[config.mk]
export PLATFORM = sky130hd
export DESIGN_NAME = cpu_irq_ctrl
export DESIGN_NICKNAME = d
export VERILOG_FILES = /design/src/rtl/cpu_irq_ctrl.sv
export SDC_FILE = /design/constraint.sdc
export NUM_CORES = 1
export LEC_CHECK = 0
export ABC_AREA = 1
export CAP_MARGIN = 5
export CELL_PAD_IN_SITES_DETAIL_PLACEMENT = 0
export CELL_PAD_IN_SITES_GLOBAL_PLACEMENT = 1
export CORE_ASPECT_RATIO = 1.75
export CORE_UTILIZATION = 26
export DETAILED_ROUTE_END_ITERATION = 10
export PLACE_DENSITY_LB_ADDON = 0.1
export SLEW_MARGIN = 40
export SYNTH_ARGS = -nofsm -noshare
export SYNTH_HDL_FRONTEND = slang
export SYNTH_SLANG_ARGS = --single-unit
[constraint.sdc]
create_clock -name clk -period 2.25 [get_ports clk]
set_input_delay 0.45 -clock clk [delete_from_list [all_inputs] [get_ports clk]]
set_output_delay 0.45 -clock clk [all_outputs]
set_load 0.02 [all_outputs]
[src/rtl/cpu_irq_ctrl.sv]
// rtl/cpu_irq_ctrl.sv - parametrised edge/level, maskable/NMI interrupt controller for a 6502-family core
module cpu_irq_ctrl #(
    parameter int                 NUM_SRC   = 4,
    parameter logic [NUM_SRC-1:0] EDGE_MASK = NUM_SRC'(1),
    parameter logic [NUM_SRC-1:0] NMI_MASK  = NUM_SRC'(1),
    parameter logic [15:0]        VEC_BASE  = 16'hFFF0,
    parameter logic [15:0]        RESET_VEC = 16'hFFFC
) (
    input  logic               clk,
    input  logic               reset,
    input  logic               ce,
    input  logic [NUM_SRC-1:0] irq_in,
    input  logic               i_flag,
    input  logic               en_we,
    input  logic [NUM_SRC-1:0] en_wdata,
    input  logic               poll,
    input  logic               vec_fetch,
    input  logic               vec_hi,
    output logic               take,
    output logic               is_reset,
    output logic [2:0]         src_id,
    output logic [15:0]        vec_addr,
    output logic [NUM_SRC-1:0] pending
);

    logic [NUM_SRC-1:0] prev;
    logic [NUM_SRC-1:0] enable;
    logic [NUM_SRC-1:0] rise;
    logic [NUM_SRC-1:0] elig;
    logic [NUM_SRC-1:0] ack_mask;
    logic [NUM_SRC-1:0] pending_nxt;
    logic [2:0]         win_id;
    logic               ack;
    logic               ack_done;

    // Edge detection is frozen during a vector fetch; prev also holds, so an
    // edge arriving mid-fetch is seen on the first cycle after the fetch.
    assign rise = irq_in & ~prev & EDGE_MASK & {NUM_SRC{~vec_fetch}};
    assign elig = pending & (NMI_MASK | (enable & {NUM_SRC{~i_flag}}));

    // ack_done limits the acknowledge to one low-byte fetch per taken
    // interrupt, so a repeated fetch cannot eat a fresh edge on the same source.
    assign ack = vec_fetch & ~vec_hi & take & ~ack_done;

    always_comb begin
        win_id = '0;
        for (int i = NUM_SRC - 1; i >= 0; i--) begin
            if (elig[i]) win_id = 3'(i);
        end
    end

    always_comb begin
        ack_mask = '0;
        if (ack) begin
            for (int i = 0; i < NUM_SRC; i++) begin
                if (3'(i) == src_id) ack_mask[i] = 1'b1;
            end
        end
        pending_nxt = (((pending | rise) & ~ack_mask) & EDGE_MASK) | (irq_in & ~EDGE_MASK);
    end

    always_ff @(posedge clk) begin
        if (reset) begin
            take     <= 1'b1;
            is_reset <= 1'b1;
            src_id   <= '0;
            pending  <= '0;
            prev     <= '0;
            enable   <= '1;
            ack_done <= 1'b0;
        end else if (ce) begin
            pending <= pending_nxt;
            if (!vec_fetch) prev <= irq_in;
            if (en_we) enable <= en_wdata;
            if (ack) ack_done <= 1'b1;
            // poll opens a new interrupt decision; it wins over a same-cycle ack for ack_done
            if (poll) begin
                take     <= |elig;
                is_reset <= 1'b0;
                ack_done <= 1'b0;
                if (|elig) src_id <= win_id;
            end
        end
    end

    assign vec_addr = (is_reset ? RESET_VEC : VEC_BASE + {12'b0, src_id, 1'b0}) + {15'b0, vec_hi};

endmodule

==> impl_results.md, run 1 <==
- Comb power frac: 0.225
- Worst hold path class: reg -> reg
- Status: finished, final reports clean
- Critical path class: in -> out
- Largest fanout on the critical path: 2
- PostCTS Resize Cnt: 0
- VDD IR-drop max: 282.1 uV
- Clock Power Share: 0.344
- Layout Cells excl Fill: ~150
- I/O pin count: between 40 and 50
- Leak pwr: between 0.0004 and 0.0005 uW
- Core Box Area: between 2000 and 3000 um^2
- Commonest non-fill, non-tap cells in the layout: clkdlybuf4s50_1, nand2_1, conb_1, dfxtp_1
- Final wirelength: around 1500 um
- DRT iter0 DRCs: 6
- Cell Int Power: between 400 and 500 uW
- Final Setup Violations: 0
- FP Rows: 24
- Pwr/cell area: approximately 620 nW/um^2
- Yosys warnings: 0
- Die W: 41.17 um
- Grt met2 use: 0.1944
- Final GP Congestion: around 0.65
- Placed Cells: about 150
- Setup Buffers After CTS: 0
- Setup TNS: 0 ns
- Fillers: around 300
- Share of the synthesized area in the top cell type: 0.3728
- Net Sw Frac: 0.2839
- GR peak layer: met2
- Clk root buf: clkbuf_8
- Fin worst setup slack: between 0.2 and 0.25 ns
- Worst stage delay on the critical path: around 0.61 ns
- Avg WL per Cell: slightly above 10 um
- Worst EP arrival: about 1.6 ns
- CP delay by family, top: buffers and inverters
- CP cell instances: clkdlybuf4s50_1 -> clkdlybuf4s50_1
- Antenna viol nets, final: 0
- M1 GR Usage: 0.1228
- Vias: approximately 630
- Sequential fraction of the synthesis area: 0.3728
- GRT met3 Usage: 0.01881
- Num CTS Buffers: 3
- First-pass GRT wire length: between 2000 and 2500 um
- Max frequency: between 0.4 and 0.5 GHz
- Die Area: about 2900 um^2
- Cts hold-fix bufs: 0
- Antenna violations before repair: 0
- Via density: approximately 4.2
- Global-route usage over all layers: 0.1149
- CP endpoint kind: output pin
- Final #Nets: 140
- Mapped Area: 698.2 um^2
- DRC viols: 0
- Die Y: just over 70 um
- RSZ-0062 raised after global routing: false
- Worst Path Required: 1.80 ns
- Most common cell after layout, fill and taps aside: clkdlybuf4s50_1
- Syn avg cell area: approximately 7 um^2
- CTS Buffer Depth: 2
- Number of diodes: 0
- Clk_lat worst skew: approximately 0.24 ns
- Synth-to-Final Area Change: 36.74%
- Final Hold Viols: 0
- Pins Over Slew Limit: 0
- CTS tree: done
- Vias in the first global route: 540
- Most frequent CP cell: clkdlybuf4s50_1
- Largest net degree at the start of global routing: 13
- Clk sinks: 13
- Port Buffers: 26
- Switching power: between 150 and 200 uW
- Cell count after synthesis: 98
- Synth unique cells: 19
- Flops & latches, synth: 13
- Share of layout cells above drive strength 1: 0.1138
- Clock slew seen by the registers of the worst setup and hold paths: around 0.06 ns
- Worst setup SP type: primary input
- Drt first pass iters: 2
- Dpl hpwl: around 1200 um
- Final Cycle Share: 0.8898
- Dominant cells by area after synthesis: dfxtp_1, buf_4, nand2_1
- Bufs and invs on worst path: 2
- Global route overflow: 0
- Dpl ws: around 0.24 ns
- Post-route minimum period: between 2 and 2.5 ns
- Max cap viols: 0
- H-Tree Depth: 1
- CP max stage cell: clkdlybuf4s50_1
- Cell accounting for the most synthesized area: dfxtp_1
- Starting density of the core: 0.2768
- Clock skew: between 0.002 and 0.003 ns
- Overall power: approximately 590 uW
- Sequential share of power: 0.432
-- registers in the layout, summed over array words and instances (netlist names) --
register / flops
ack_done: 1
enable: 3
is_reset: 1
pending: 4
prev: 1
src_id: 2
take: 1
-- stage by stage --
stage,utilization,hold WS (ns),cell area [um^2]
floorplan,-,0.4426,739.5
global placement,0.3601,0.4560,908.4
detailed placement,0.3601,0.4706,908.4
CTS,0.3785,0.4791,954.7
global route,0.3785,0.5106,954.7
finish,0.3785,0.4721,954.7
-- metal layers --
layer / up-vias / part of all wire
met5: - / 0
met4: 0 / 0.011
met3: 2 / 0.041
met2: 20 / 0.54
met1: 282 / 0.41
li1: 324 / -
-- path summary, 6_finish.rpt --
kind / from / to / slack [ns] / cells after the start
hold reg to reg: prev[0]$_SDFFE_PP0P_ / prev[0]$_SDFFE_PP0P_ / 0.47 / 2
setup reg to reg: pending[3]$_SDFFE_PP0P_ / src_id[0]$_SDFFE_PP0P_ / 1.25 / 8
hold / removal: prev[0]$_SDFFE_PP0P_ / prev[0]$_SDFFE_PP0P_ / 0.47 / 2
setup / recovery: vec_hi / vec_addr[0] / 0.25 / 2
-- synthesized netlist by cell type --
cell type and n:
a21oi_1 3, a21oi_2 1, buf_4 15, buf_6 1, clkinv_1 1, conb_1 2
dfxtp_1 13, inv_1 9, inv_2 1, nand2_1 20, nand2_2 5, nand3_1 7
nand3_2 1, nor2_1 9, nor2_2 1, nor3_1 1, nor3_2 1, o21ai_0 5
o21ai_1 2
-- area by class of cell --
cell class / count / area [um^2] / area share
inverters: 11 / 41.29 / 0.04325
clock inverters: 1 / 5.005 / 0.005242
flip-flops and latches: 13 / 260.3 / 0.2726
multi-input cells: 69 / 314.1 / 0.3290
repair buffers: 26 / 260.3 / 0.2726
clock buffers: 3 / 41.29 / 0.04325
well taps: 26 / 32.53 / 0.03408
-- cell families (layout without fill, tap and decap cells) --
family,count (synthesis),after routing,synth area share
buffers and inverters,27,41,0.2365
AO/OA/AOI/OAI,11,11,0.08422
AND/OR/NAND/NOR,45,45,0.2957
other,2,13,0.01076
flip-flops,13,13,0.3728
-- power groups by stage --
stage | logic [uW] | clock network, uW | registers (uW)
6_report | 134 | 204 | 256
5_1_grt | 147 | 225 | 258
4_1_cts | 134 | 217 | 257
3_5_place_dp | 134 | 0 | 262
3_3_place_gp | 134 | 0 | 261
2_1_floorplan | 86.2 | 0 | 269
Note: power is estimated with default switching activity, not from simulation.
==> run 2, diff against run 1 <==
--- a/config.mk
+++ b/config.mk
@@ -10,6 +10,7 @@
 export CELL_PAD_IN_SITES_DETAIL_PLACEMENT = 0
 export CELL_PAD_IN_SITES_GLOBAL_PLACEMENT = 1
 export CORE_ASPECT_RATIO = 1.75
+export CORE_MARGIN = 1.5
 export CORE_UTILIZATION = 26
 export DETAILED_ROUTE_END_ITERATION = 10
 export PLACE_DENSITY_LB_ADDON = 0.1
==> run 2 against run 1 <==
Sequential share of layout area is the same. Core utilization unchanged. Clock-buffer cell count unchanged.
==> impl_results.md, run 2 (synthesis gave the netlist of run 1 again) <==
- Status: finished, final reports clean
- Num CTS Buffers: 3
- Final Hold Viols: 0
- DRT iter0 DRCs: 5
- R2R depth: 6
- Antenna violations before repair: 0
- Dpl hpwl: ~1200 um
- Die W: between 40 and 50 um
- Largest reg by FF count: pending
- Final wirelength: between 1500 and 2000 um
- Clk_lat worst skew: roughly 0.24 ns
- Leak pwr: 0.0004556 uW
- Clock slew seen by the registers of the worst setup and hold paths: about 0.060 ns
- Antenna viol nets, final: 0
- GRT met3 Usage: 0.02771
- Max cap viols: 0
- CP Depth: 2
- CTS tree: done
- CP delay by family, top: buffers and inverters
- Global-route usage over all layers: 0.1104
- Cts hold-fix bufs: 0
- Starting density of the core: 0.2768
- First-pass GRT wire length: about 2500 um
- Via density: roughly 4.1
- CP cell instances: clkdlybuf4s50_1 -> clkdlybuf4s50_1
- Worst setup SP type: primary input
- Die Area: ~3000 um^2
- Core Box Area: ~2500 um^2
- FP Rows: 24
- Setup slack, reg-to-reg: roughly 1.3 ns
- Pins Over Slew Limit: 0
- Worst hold path class: reg -> reg
- Grt met2 use: 0.1966
- Final GP Congestion: between 0.6 and 0.7
- VDD IR-drop max: between 150 and 200 uV
- DRC viols: 0
- Most common cell after layout, fill and taps aside: clkdlybuf4s50_1
- Critical path class: in -> out
- Die Y: around 72 um
- Pwr/cell area: between 600 and 700 nW/um^2
- Setup TNS: 0 ns
- Worst stage delay on the critical path: 0.61 ns
- Final #Nets: 140
- Worst Path Required: between 1.5 and 2 ns
- Number of diodes: 0
- CTS Buffer Depth: 2
- H-Tree Depth: 1
- Largest fanout on the critical path: 2
- Overall power: between 600 and 700 uW
- Final Setup Violations: 0
- Max reg flops: 4
- Port Buffers: 26
- Worst hold path cell count: 2
- Most frequent CP cell: clkdlybuf4s50_1
- Fillers: a little under 300
- M1 GR Usage: 0.1141
- Avg WL per Cell: between 10 and 15 um
- CP max stage cell: clkdlybuf4s50_1
- Worst EP arrival: around 1.6 ns
- Synth-to-Final Area Change: 36.74%
- GR peak layer: met2
- Vias in the first global route: around 570
- Clock skew: approximately 0.0035 ns
- Post-route minimum period: roughly 2 ns
- Clk sinks: 13
- Largest net degree at the start of global routing: 13
- Global route overflow: 0
- Max frequency: between 0.5 and 0.6 GHz
- Regs by FF count: pending: 4 flops, enable: 3 flops, src_id: 2 flops
- Final Cycle Share: 0.8879
- Clk root buf: clkbuf_8
- I/O pin count: 41
- Share of layout cells above drive strength 1: 0.1138
- Setup Buffers After CTS: 0
- PostCTS Resize Cnt: 0
- RSZ-0062 raised after global routing: false
- Drt first pass iters: 4
- Bufs and invs on worst path: 2
- Commonest non-fill, non-tap cells in the layout: clkdlybuf4s50_1, nand2_1, conb_1, dfxtp_1
- CP endpoint kind: output pin
- Vias: 617
==> run 2: layer usage <==
metal | vias up | routed length [um]
li1 | 325 | -
met2 | 20 | 870
met5 | - | 0
met4 | 0 | 16
met1 | 270 | 598
met3 | 2 | 78
==> run 2: through the flow <==
stage | area [um^2] | utilization | hold WS (ns) | setup WS [ns] | std cells
6_report | 954.7 | 0.3785 | 0.4734 | 0.2522 | 149
2_1_floorplan | 739.5 | - | 0.4426 | 0.9755 | 109
3_3_place_gp | 908.4 | 0.3601 | 0.4570 | 0.2496 | 145
4_1_cts | 954.7 | 0.3785 | 0.4780 | 0.2450 | 149
5_1_grt | 954.7 | 0.3785 | 0.5105 | 0.2322 | 149
3_5_place_dp | 908.4 | 0.3601 | 0.4688 | 0.2410 | 145
==> run 2: final timing paths <==
check | start | to
worst max-delay path | vec_hi | vec_addr[0]
worst min-delay path | prev[0]$_SDFFE_PP0P_ | prev[0]$_SDFFE_PP0P_
worst max register to register | pending[1]$_SDFFE_PP0P_ | take$_SDFFE_PP1P_
worst min register to register | prev[0]$_SDFFE_PP0P_ | prev[0]$_SDFFE_PP0P_
==> run 2: power breakdown <==
group / internal, uW / switching (uW) / leakage (uW)
sequential: 245 / 11.6 / 0.000107
combinational: 58.7 / 75.5 / 0.000323
clock: 122 / 88.1 / 0.0000255
total: 426 / 175 / 0.000456
==> run 2: layout make-up <==
class | count | area [um^2] | area share
Clock buffer | 3 | 41.29 | 0.04325
Clock inverter | 1 | 5.005 | 0.005242
Inverter | 11 | 41.29 | 0.04325
Multi-Input combinational cell | 69 | 314.1 | 0.3290
Sequential cell | 13 | 260.3 | 0.2726
Tap cell | 26 | 32.53 | 0.03408
Timing Repair Buffer | 26 | 260.3 | 0.2726
==> run 3, diff against run 2 <==
--- a/config.mk
+++ b/config.mk
@@ -11,7 +11,8 @@
 export CELL_PAD_IN_SITES_GLOBAL_PLACEMENT = 1
 export CORE_ASPECT_RATIO = 1.75
 export CORE_MARGIN = 1.5
-export CORE_UTILIZATION = 26
+export CORE_UTILIZATION = 27
+export CTS_BUF_LIST = sky130_fd_sc_hd__clkbuf_8
 export DETAILED_ROUTE_END_ITERATION = 10
 export PLACE_DENSITY_LB_ADDON = 0.1
 export SLEW_MARGIN = 40
==> run 3 against run 2 <==
Critical path type unchanged. Register-to-register slack about the same. Clock power about the same. Wire length rose by 0.32%. Critical path depth unchanged. Cell area did not move. Critical endpoint unchanged. Clock skew barely moved. First-iteration DRC count rose by 20%. Non-clock buffer count unchanged. Core utilization rose by 0.92 points. Largest power group unchanged. Setup slack worse by 0.0094 ns. Global-route usage increased by 0.64 points. Highest routed layer unchanged.
==> impl_results.md, run 3 (synthesis gave the netlist of run 1 again) <==
- Regs by FF count: pending: 4 flops, enable: 3 flops, src_id: 2 flops
- Clock slew seen by the registers of the worst setup and hold paths: ~0.06 ns
- CP endpoint kind: output pin
- Worst Path Required: around 1.8 ns
- Avg WL per Cell: ~11 um
- Global-route usage over all layers: 0.1168
- Post-route minimum period: 2.007 ns
- Num CTS Buffers: 3
- Final Hold Viols: 0
- Largest net degree at the start of global routing: 13
- Antenna viol nets, final: 0
- Max frequency: roughly 0.50 GHz
- Met1 wire length: between 500 and 600 um
- Worst hold path class: reg -> reg
- I/O pin count: a little over 40
- Pins Over Slew Limit: 0
- Final Setup Violations: 0
- Layout Cells excl Fill: 149
- Worst stage delay on the critical path: 0.61 ns
- DRC viols: 0
- Worst hold path cell count: 2
- Top routing layer in use: met4
- Leak pwr: approximately 0.00046 uW
- CP max stage cell: clkdlybuf4s50_1
- CP delay by family, top: buffers and inverters
- Max reg flops: 4
- Antenna violations before repair: 0
- Share of layout cells above drive strength 1: 0.1138
- VDD IR-drop max: between 200 and 300 uV
- RR Endpoint: src_id[0]$_SDFFE_PP0P_
- Final #Nets: 140
- Commonest non-fill, non-tap cells in the layout: clkdlybuf4s50_1, nand2_1, conb_1, dfxtp_1
- Final instance area: between 900 and 1000 um^2
- Setup Buffers After CTS: 0
- Largest reg by FF count: pending
- Global route overflow: 0
- Setup TNS: 0 ns
- Via density: between 4 and 5
- Setup slack, reg-to-reg: 1.26 ns
- Synth-to-Final Area Change: 36.74%
- CTS Buffer Depth: 2
- Largest fanout on the critical path: 2
- FP Rows: 24
- Final Cycle Share: 0.8921
- Post-DP Area: about 900 um^2
- Most common cell after layout, fill and taps aside: clkdlybuf4s50_1
- Clk root buf: clkbuf_8
- Port Buffers: 26
- Drt first pass iters: 4
- Starting density of the core: 0.2835
- Die W: about 41 um
- RSZ-0062 raised after global routing: false
- Bufs and invs on worst path: 2
- Max cap viols: 0
- CP Depth: 2
- Hold_sp: enable[1]$_SDFFE_PP1P_
- Finished Core Util: 0.3877
- DRT iter0 DRCs: 6
- Die Y: 70.27 um
- Worst EP arrival: about 1.6 ns
- Fillers: about 290
- CP cell instances: clkdlybuf4s50_1 -> clkdlybuf4s50_1
- Clk_lat worst skew: 0.24 ns
- Most frequent CP cell: clkdlybuf4s50_1
- Status: finished, final reports clean
- CTS tree: done
- Core Box Area: about 2500 um^2
- Worst setup SP type: primary input
- Reg-to-Reg Start: pending[3]$_SDFFE_PP0P_
- Met3 wire length: 73 um
- Pwr/cell area: 627.8 nW/um^2
- First-pass GRT wire length: 2587 um
- Clock skew: approximately 0.0034 ns
- Overall power: 599.4 uW
- Placed Cells: around 150
- Cts hold-fix bufs: 0
- Clk sinks: 13
- Final GP Congestion: ~0.68
- Wire length on met2: roughly 950 um
- H-Tree Depth: 1
- Vias in the first global route: roughly 600
- Critical path class: in -> out
- Dpl hpwl: roughly 1300 um
- Number of diodes: 0
- Hold EP: enable[1]$_SDFFE_PP1P_
- Die Area: between 2000 and 3000 um^2
- PostCTS Resize Cnt: 0
- R2R depth: 8
- Vias: 617
- Final wirelength: around 1600 um
==> run 3: cell counts in the layout (fill, tap and decap cells not counted) <==
No cell type changed its count.
==> run 3: cell type report <==
cell class / instances / area (um^2) / area share
Tap cell: 26 / 32.53 / 0.03408
Inverter: 11 / 41.29 / 0.04325
Multi-Input combinational cell: 69 / 314.1 / 0.3290
Timing Repair Buffer: 26 / 260.3 / 0.2726
Clock buffer: 3 / 41.29 / 0.04325
Clock inverter: 1 / 5.005 / 0.005242
Sequential cell: 13 / 260.3 / 0.2726
==> run 3: worst max-delay path by stage <==
| stage | from | endpoint | slack (ns) |
|---|---|---|---|
| 3_5_place_dp | vec_hi | vec_addr[0] | 0.24 |
| 5_1_grt | vec_hi | vec_addr[0] | 0.23 |
| 3_3_place_gp | vec_hi | vec_addr[0] | 0.25 |
| 4_1_cts | vec_hi | vec_addr[0] | 0.23 |
| 2_1_floorplan | src_id[0]$_SDFFE_PP0P_ | vec_addr[1] | 0.98 |
| 6_report | vec_hi | vec_addr[0] | 0.24 |
==> run 3: routing by layer <==
metal / vias to the layer above / GRT usage
li1: 323 / -
met4: 0 / 0.06452
met3: 2 / 0.02584
met1: 276 / 0.1086
met5: - / 0
met2: 16 / 0.2222
==> run 3: stage by stage <==
stage	worst slack, ns	hold WS (ns)
finish	0.2428	0.4720
global route	0.2308	0.5102
CTS	0.2328	0.4793
detailed placement	0.2362	0.4609
global placement	0.2494	0.4573
floorplan	0.9755	0.4426
==> run 3: where the power goes <==
group          leakage, uW  total [uW]  internal, uW  switching, uW
Clock            0.0000255         209           122           87.1
Sequential        0.000107         256           245           11.2
Combinational     0.000323         134          58.7           75.3
